[src/rtl/dual_issue_scheduler.sv]
// dual_issue_scheduler: picks 0, 1 or 2 head instructions from the window each cycle and registers them to execute.
//   clk, n_rst            : clock, asynchronous active-low reset
//   nothing_filled        : window empty, instruction0/1 invalid
//   instruction0/1        : window head / head+1 (0 = empty slot)
//   dmem_busy             : data memory cannot take a load/store this cycle
//   freeze1               : hold window, nothing issues
//   freeze2               : hold caused by dmem_busy (subset of freeze1)
//   dependency_on_ins2    : issue slot0 only, window slides by 1
//   issue0/1_valid, _instr: registered issued pair
//   issue_count           : instructions issued since reset
//   stall_count           : cycles with freeze1 asserted
module dual_issue_scheduler #(
   parameter int LOAD_LATENCY = 2,
   parameter int CNT_W        = 32
) (
   input  logic             clk,
   input  logic             n_rst,
   input  logic             nothing_filled,
   input  logic [31:0]      instruction0,
   input  logic [31:0]      instruction1,
   input  logic             dmem_busy,
   output logic             freeze1,
   output logic             freeze2,
   output logic             dependency_on_ins2,
   output logic             issue0_valid,
   output logic [31:0]      issue0_instr,
   output logic             issue1_valid,
   output logic [31:0]      issue1_instr,
   output logic [CNT_W-1:0] issue_count,
   output logic [CNT_W-1:0] stall_count
);
   localparam logic [6:0] OP_LOAD   = 7'b0000011;
   localparam logic [6:0] OP_STORE  = 7'b0100011;
   localparam logic [6:0] OP_BRANCH = 7'b1100011;
   localparam logic [6:0] OP_JALR   = 7'b1100111;
   localparam logic [6:0] OP_JAL    = 7'b1101111;
   localparam logic [6:0] OP_IMM    = 7'b0010011;
   localparam logic [6:0] OP_OP     = 7'b0110011;
   localparam logic [2:0] LAT       = 3'(LOAD_LATENCY);

   typedef enum logic [1:0] {EMPTY, ISSUE, HOLD} state_t;

   function automatic logic uses_rs1(input logic [6:0] op);
      return op inside {OP_LOAD, OP_STORE, OP_BRANCH, OP_JALR, OP_IMM, OP_OP};
   endfunction
   function automatic logic uses_rs2(input logic [6:0] op);
      return op inside {OP_STORE, OP_BRANCH, OP_OP};
   endfunction
   function automatic logic writes_rd(input logic [6:0] op);
      return op inside {OP_LOAD, OP_JALR, OP_JAL, OP_IMM, OP_OP};
   endfunction
   function automatic logic is_mem(input logic [6:0] op);
      return op inside {OP_LOAD, OP_STORE};
   endfunction
   function automatic logic is_ctrl(input logic [6:0] op);
      return op inside {OP_BRANCH, OP_JAL, OP_JALR};
   endfunction

   logic [6:0] op0, op1;
   logic [4:0] rd0, rs1_0, rs2_0, rd1, rs1_1, rs2_1;
   logic v0, v1, wr0, src_busy0, src_busy1, raw, waw, iss0, iss1, ld0, ld1;
   logic [31:0] busy;
   logic [31:0][2:0] cnt_q, cnt_d;
   state_t state_q, state_d;
   logic issue0_valid_q, issue1_valid_q;
   logic [31:0] issue0_instr_q, issue1_instr_q;
   logic [CNT_W-1:0] issue_count_q, stall_count_q;

   assign op0   = instruction0[6:0];
   assign rd0   = instruction0[11:7];
   assign rs1_0 = instruction0[19:15];
   assign rs2_0 = instruction0[24:20];
   assign op1   = instruction1[6:0];
   assign rd1   = instruction1[11:7];
   assign rs1_1 = instruction1[19:15];
   assign rs2_1 = instruction1[24:20];

   assign v0 = !nothing_filled && (instruction0 != '0);
   assign v1 = v0 && (instruction1 != '0);

   // x0 is never set in the scoreboard, so a source of x0 can never look busy
   always_comb
      for (int i = 0; i < 32; i++)
         busy[i] = cnt_q[i] != '0;

   assign src_busy0 = (uses_rs1(op0) && busy[rs1_0]) || (uses_rs2(op0) && busy[rs2_0]);
   assign src_busy1 = (uses_rs1(op1) && busy[rs1_1]) || (uses_rs2(op1) && busy[rs2_1]);
   assign wr0       = writes_rd(op0) && (rd0 != '0);
   assign raw       = wr0 && ((uses_rs1(op1) && rs1_1 == rd0) || (uses_rs2(op1) && rs2_1 == rd0));
   assign waw       = wr0 && writes_rd(op1) && (rd1 == rd0);

   assign freeze2            = v0 && is_mem(op0) && dmem_busy;
   assign freeze1            = v0 && (src_busy0 || freeze2);
   assign dependency_on_ins2 = v0 && !freeze1 && (!v1 || raw || waw || (is_mem(op0) && is_mem(op1)) ||
                               is_ctrl(op0) || src_busy1 || (is_mem(op1) && dmem_busy));

   assign iss0 = v0 && !freeze1;
   assign iss1 = iss0 && !dependency_on_ins2;
   assign ld0  = iss0 && (op0 == OP_LOAD) && (rd0 != '0);
   assign ld1  = iss1 && (op1 == OP_LOAD) && (rd1 != '0);

   // a fresh load destination overrides the decrement on that entry
   always_comb
      for (int i = 0; i < 32; i++) begin
         cnt_d[i] = busy[i] ? cnt_q[i] - 3'd1 : 3'd0;
         if ((ld0 && rd0 == 5'(i)) || (ld1 && rd1 == 5'(i)))
            cnt_d[i] = LAT;
      end

   always_comb begin
      state_d = state_q;
      case (state_q)
         EMPTY:   state_d = !v0 ? EMPTY : freeze1 ? HOLD : ISSUE;
         ISSUE:   state_d = !v0 ? EMPTY : freeze1 ? HOLD : ISSUE;
         HOLD:    state_d = !v0 ? EMPTY : freeze1 ? HOLD : ISSUE;
         default: state_d = EMPTY;
      endcase
   end

   always_ff @(posedge clk or negedge n_rst)
      if (!n_rst) begin
         cnt_q          <= '0;
         state_q        <= EMPTY;
         issue0_valid_q <= 1'b0;
         issue1_valid_q <= 1'b0;
         issue0_instr_q <= '0;
         issue1_instr_q <= '0;
         issue_count_q  <= '0;
         stall_count_q  <= '0;
      end else begin
         cnt_q          <= cnt_d;
         state_q        <= state_d;
         issue0_valid_q <= iss0;
         issue1_valid_q <= iss1;
         issue0_instr_q <= iss0 ? instruction0 : '0;
         issue1_instr_q <= iss1 ? instruction1 : '0;
         issue_count_q  <= issue_count_q + CNT_W'(iss0) + CNT_W'(iss1);
         stall_count_q  <= stall_count_q + CNT_W'(freeze1);
      end

   assign issue0_valid = issue0_valid_q;
   assign issue1_valid = issue1_valid_q;
   assign issue0_instr = issue0_instr_q;
   assign issue1_instr = issue1_instr_q;
   assign issue_count  = issue_count_q;
   assign stall_count  = stall_count_q;
endmodule

[config.mk]
export PLATFORM = sky130hd
export DESIGN_NAME = dual_issue_scheduler
export DESIGN_NICKNAME = d
export VERILOG_FILES = /design/src/rtl/dual_issue_scheduler.sv
export SDC_FILE = /design/constraint.sdc
export NUM_CORES = 1
export LEC_CHECK = 0
export CORE_ASPECT_RATIO = 1.25
export CORE_MARGIN = 8
export CORE_UTILIZATION = 50
export DETAILED_ROUTE_END_ITERATION = 7
export HOLD_SLACK_MARGIN = 0.15
export PLACE_DENSITY_LB_ADDON = 0.08
export SYNTH_ARGS = -nofsm -noshare
export SYNTH_HDL_FRONTEND = slang
export SYNTH_SLANG_ARGS = --single-unit
[constraint.sdc]
create_clock -name clk -period 8.5 [get_ports clk]
set_clock_uncertainty 0.05 [all_clocks]
set_input_delay 0.85 -clock clk [delete_from_list [all_inputs] [get_ports clk]]
set_output_delay 0.85 -clock clk [all_outputs]
set_load 0.005 [all_outputs]
==> impl_metrics.tcl <==
set metrics [dict create \
    status "completed" \
    clk_pin_slew_ns 0.06 \
    hpwl_um 27200 \
    hold_path_class "input pin to async pin" \
    p_total_uw 2510 \
    rows 61 \
    syn_inst 1149 \
    cp-end-kind "primary output" \
    drt_iter0_drc 771 \
    grt_max_degree 104 \
    antenna_found_initial 1 \
    power.density_mw_per_mm2 174 \
    ir_drop_v 0.000150 \
    syn_nets 1221 \
    crit_family "buffers and inverters" \
    crit_required_ns 7.60 \
    n_fill_cell 1870 \
    crit_top_cell "clkdlybuf4s50_1" \
    period_minus_slack_ns 5.93 \
    die-area_mm2 0.0279 \
    insertion_delay_ns 0.52 \
    cts_tree "yes" \
    cp.arrival_ns 5.03 \
    cts.repair.resized 0 \
    io_pins 201 \
    wl_per_cell_um 22.1 \
    start_util 0.511 \
    reg2reg_depth 18 \
    yosysSeqAreaShare 0.497 \
    insertedDiodeCount 0 \
    final-hold-violation-count 0 \
    synth_seq_cells 226 \
    die_w_um 151 \
    cp_slowest_cell "clkdlybuf4s50_1" \
    grt_pass1_wl_um 54900 \
    crit_chain "clkdlybuf4s50_1, nor4_1, a2111oi_1, a2111oi_2, a311oi_1, or3_1, or2_4, nor3_2, buf_4, inv_2, nor2_1, clkdlybuf4s50_1" \
    maxSlewViolCount 0 \
    routed_via_density 5.96 \
    final_core_util 0.647 \
    synth.distinct_cells 75 \
    dp_slack_ns 2.14 \
    nets 1409 \
    synth_top_area_share 0.497 \
    grt_use_total 0.255 \
    first_global_vias 9399 \
    fin_setup_tns_ns 0 \
    drt-total-wl_um 36100 \
    path_max_fanout 29 \
    worstSetupPathDepth 12 \
    start_kind "input pin" \
    place.gp.congestion 0.993 \
    setup_ws_ns 2.57 \
    relSlewSlack 0.236 \
    grt-ovfl-total 0 \
    hold_buffers 0 \
    seq_area_mm2 0.00566 \
    cts_made_buffers 24 \
    post_cts_buffers 0 \
    fp.dieH_um 185 \
    timing.hold.ws_ns 0.300 \
    ys_warn_count 0 \
    cts_sinks 226 \
    syn_area_mm2 0.0114 \
    io_buffers 200 \
    cts-root-buf "clkbuf_16" \
    syn2layout_area_growth_pct 26.6 \
    setup_violations 0 \
    clk_path_buf_depth 3 \
    async_flop_share 1.00 \
    ys.flop_type "dfrtp_1" \
    crit_buf_inv 4 \
    max_cap_violations 0 \
    rsz0062_at_grt "false" \
    vias 9760 \
    multi_input_area_mm2 0.00540 \
    crit_type "input pin to primary output" \
    syn_area_per_cell_um2 9.91 \
    htree_levels 1 \
    max_stage_delay_ns 0.90 \
    synth_edf_count 0 \
    netlist_top_cells_area "dfrtp_1, and2_1, xnor2_1" \
    ant_nets 0 \
    dr.pass1.iters 6 \
    synth_area_leader_cell "dfrtp_1" \
    core_region_area_mm2 0.0223 \
    drc 0 \
    p_leak_uw 0.00638 \
    drive_gt1_frac 0.0606 \
    finalCritPeriodShare 0.697 \
    fmax_ghz 0.169 \
    tightest_slew_ns 1.14 \
]
## synth_stat cells (all sizes together), types with 3 or more instances
master   number
nor3         63
and3b         3
o221ai       12
or3           5
nor4         48
nand3b        6
and2         80
mux2i        11
nand3        34
xnor2        51
and3         10
and4          4
xor2         24
a32o          7
inv          22
nor2         99
a211o        25
a31oi         4
clkbuf       32
nand2        82
or2           6
buf          20
o22ai         4
or4           5
a2111oi      16
nand4        19
nor4b         4
a21oi        48
ha            3
mux4          6
o21ai        57
a211oi       32
nand2b       11
nor3b        25
a21o         12
nor2b         6
dfrtp       226
## through the flow
step / instances / area [um^2]
5_1_grt: 1637 / 14400
3_3_place_gp: 1594 / 13600
3_5_place_dp: 1594 / 13600
6_report: 1637 / 14400
2_1_floorplan: 1149 / 11400
4_1_cts: 1637 / 14400
## registers in the layout, summed over array words and instances, names as in the netlist
register	flops
issue1_valid	1
stall_count	32
issue_count	32
cnt_q	96
issue0_instr	32
issue1_instr	32
issue0_valid	1
## path summary, 6_finish.rpt
kind                                             end                       from  slack (ns)
hold / removal              issue_count[6]$_DFF_PN0_                      n_rst        0.30
min in group clk           stall_count[21]$_DFF_PN0_  stall_count[21]$_DFF_PN0_        0.44
max in group asynchronous        cnt_q[77]$_DFF_PN0_                      n_rst        6.69
hold reg to reg            stall_count[21]$_DFF_PN0_  stall_count[21]$_DFF_PN0_        0.44
setup / recovery                  dependency_on_ins2           instruction0[21]        2.57
setup reg to reg           issue_count[31]$_DFF_PN0_        cnt_q[57]$_DFF_PN0_        3.17
## routing by layer
metal  track usage  vias up  share of wire  wire length, um
li1              -     4575              -                -
met1         0.315     4648           0.39            14200
met2         0.425      449           0.48            17400
met3        0.0547       86          0.089             3200
met4         0.102        2          0.037             1340
met5             0        -        0.00050               18
## report_power, final
| group | switching (uW) | internal, uW |
|---|---|---|
| combinational | 156 | 150 |
| sequential | 36.1 | 1120 |
| clock | 418 | 625 |
| total | 610 | 1900 |
## layout make-up
class                   instances  area share
repair buffers                214       0.147
inverters                      22     0.00573
clock buffers                  34      0.0506
well taps                     283      0.0246
multi-input cells             849       0.375
clock inverters                 9     0.00512
flip-flops and latches        226       0.392
## cells by family after synthesis
family	synth area share
AO/OA/AOI/OAI	0.145
XOR/XNOR	0.0577
adder cells (fa/ha/maj)	0.00506
buffers and inverters	0.0293
flip-flops	0.497
multiplexers	0.0215
AND/OR/NAND/NOR	0.245
## placed cells by master (no fill, tap or decap), drive strengths merged, types with 22 or more instances in the layout
| cell type | netlist | routed |
|---|---|---|
| inv | 22 | 22 |
| a21oi | 48 | 48 |
| nor3b | 25 | 25 |
| xor2 | 24 | 24 |
| nor3 | 63 | 63 |
| clkbuf | 32 | 34 |
| and2 | 80 | 80 |
| nor2 | 99 | 99 |
| o21ai | 57 | 57 |
| clkdlybuf4s50 | 0 | 199 |
| a211oi | 32 | 32 |
| nand2 | 82 | 82 |
| xnor2 | 51 | 51 |
| dfrtp | 226 | 226 |
| a211o | 25 | 25 |
| nor4 | 48 | 48 |
| nand3 | 34 | 34 |
No activity file was read; power rests on OpenSTA's default activity.
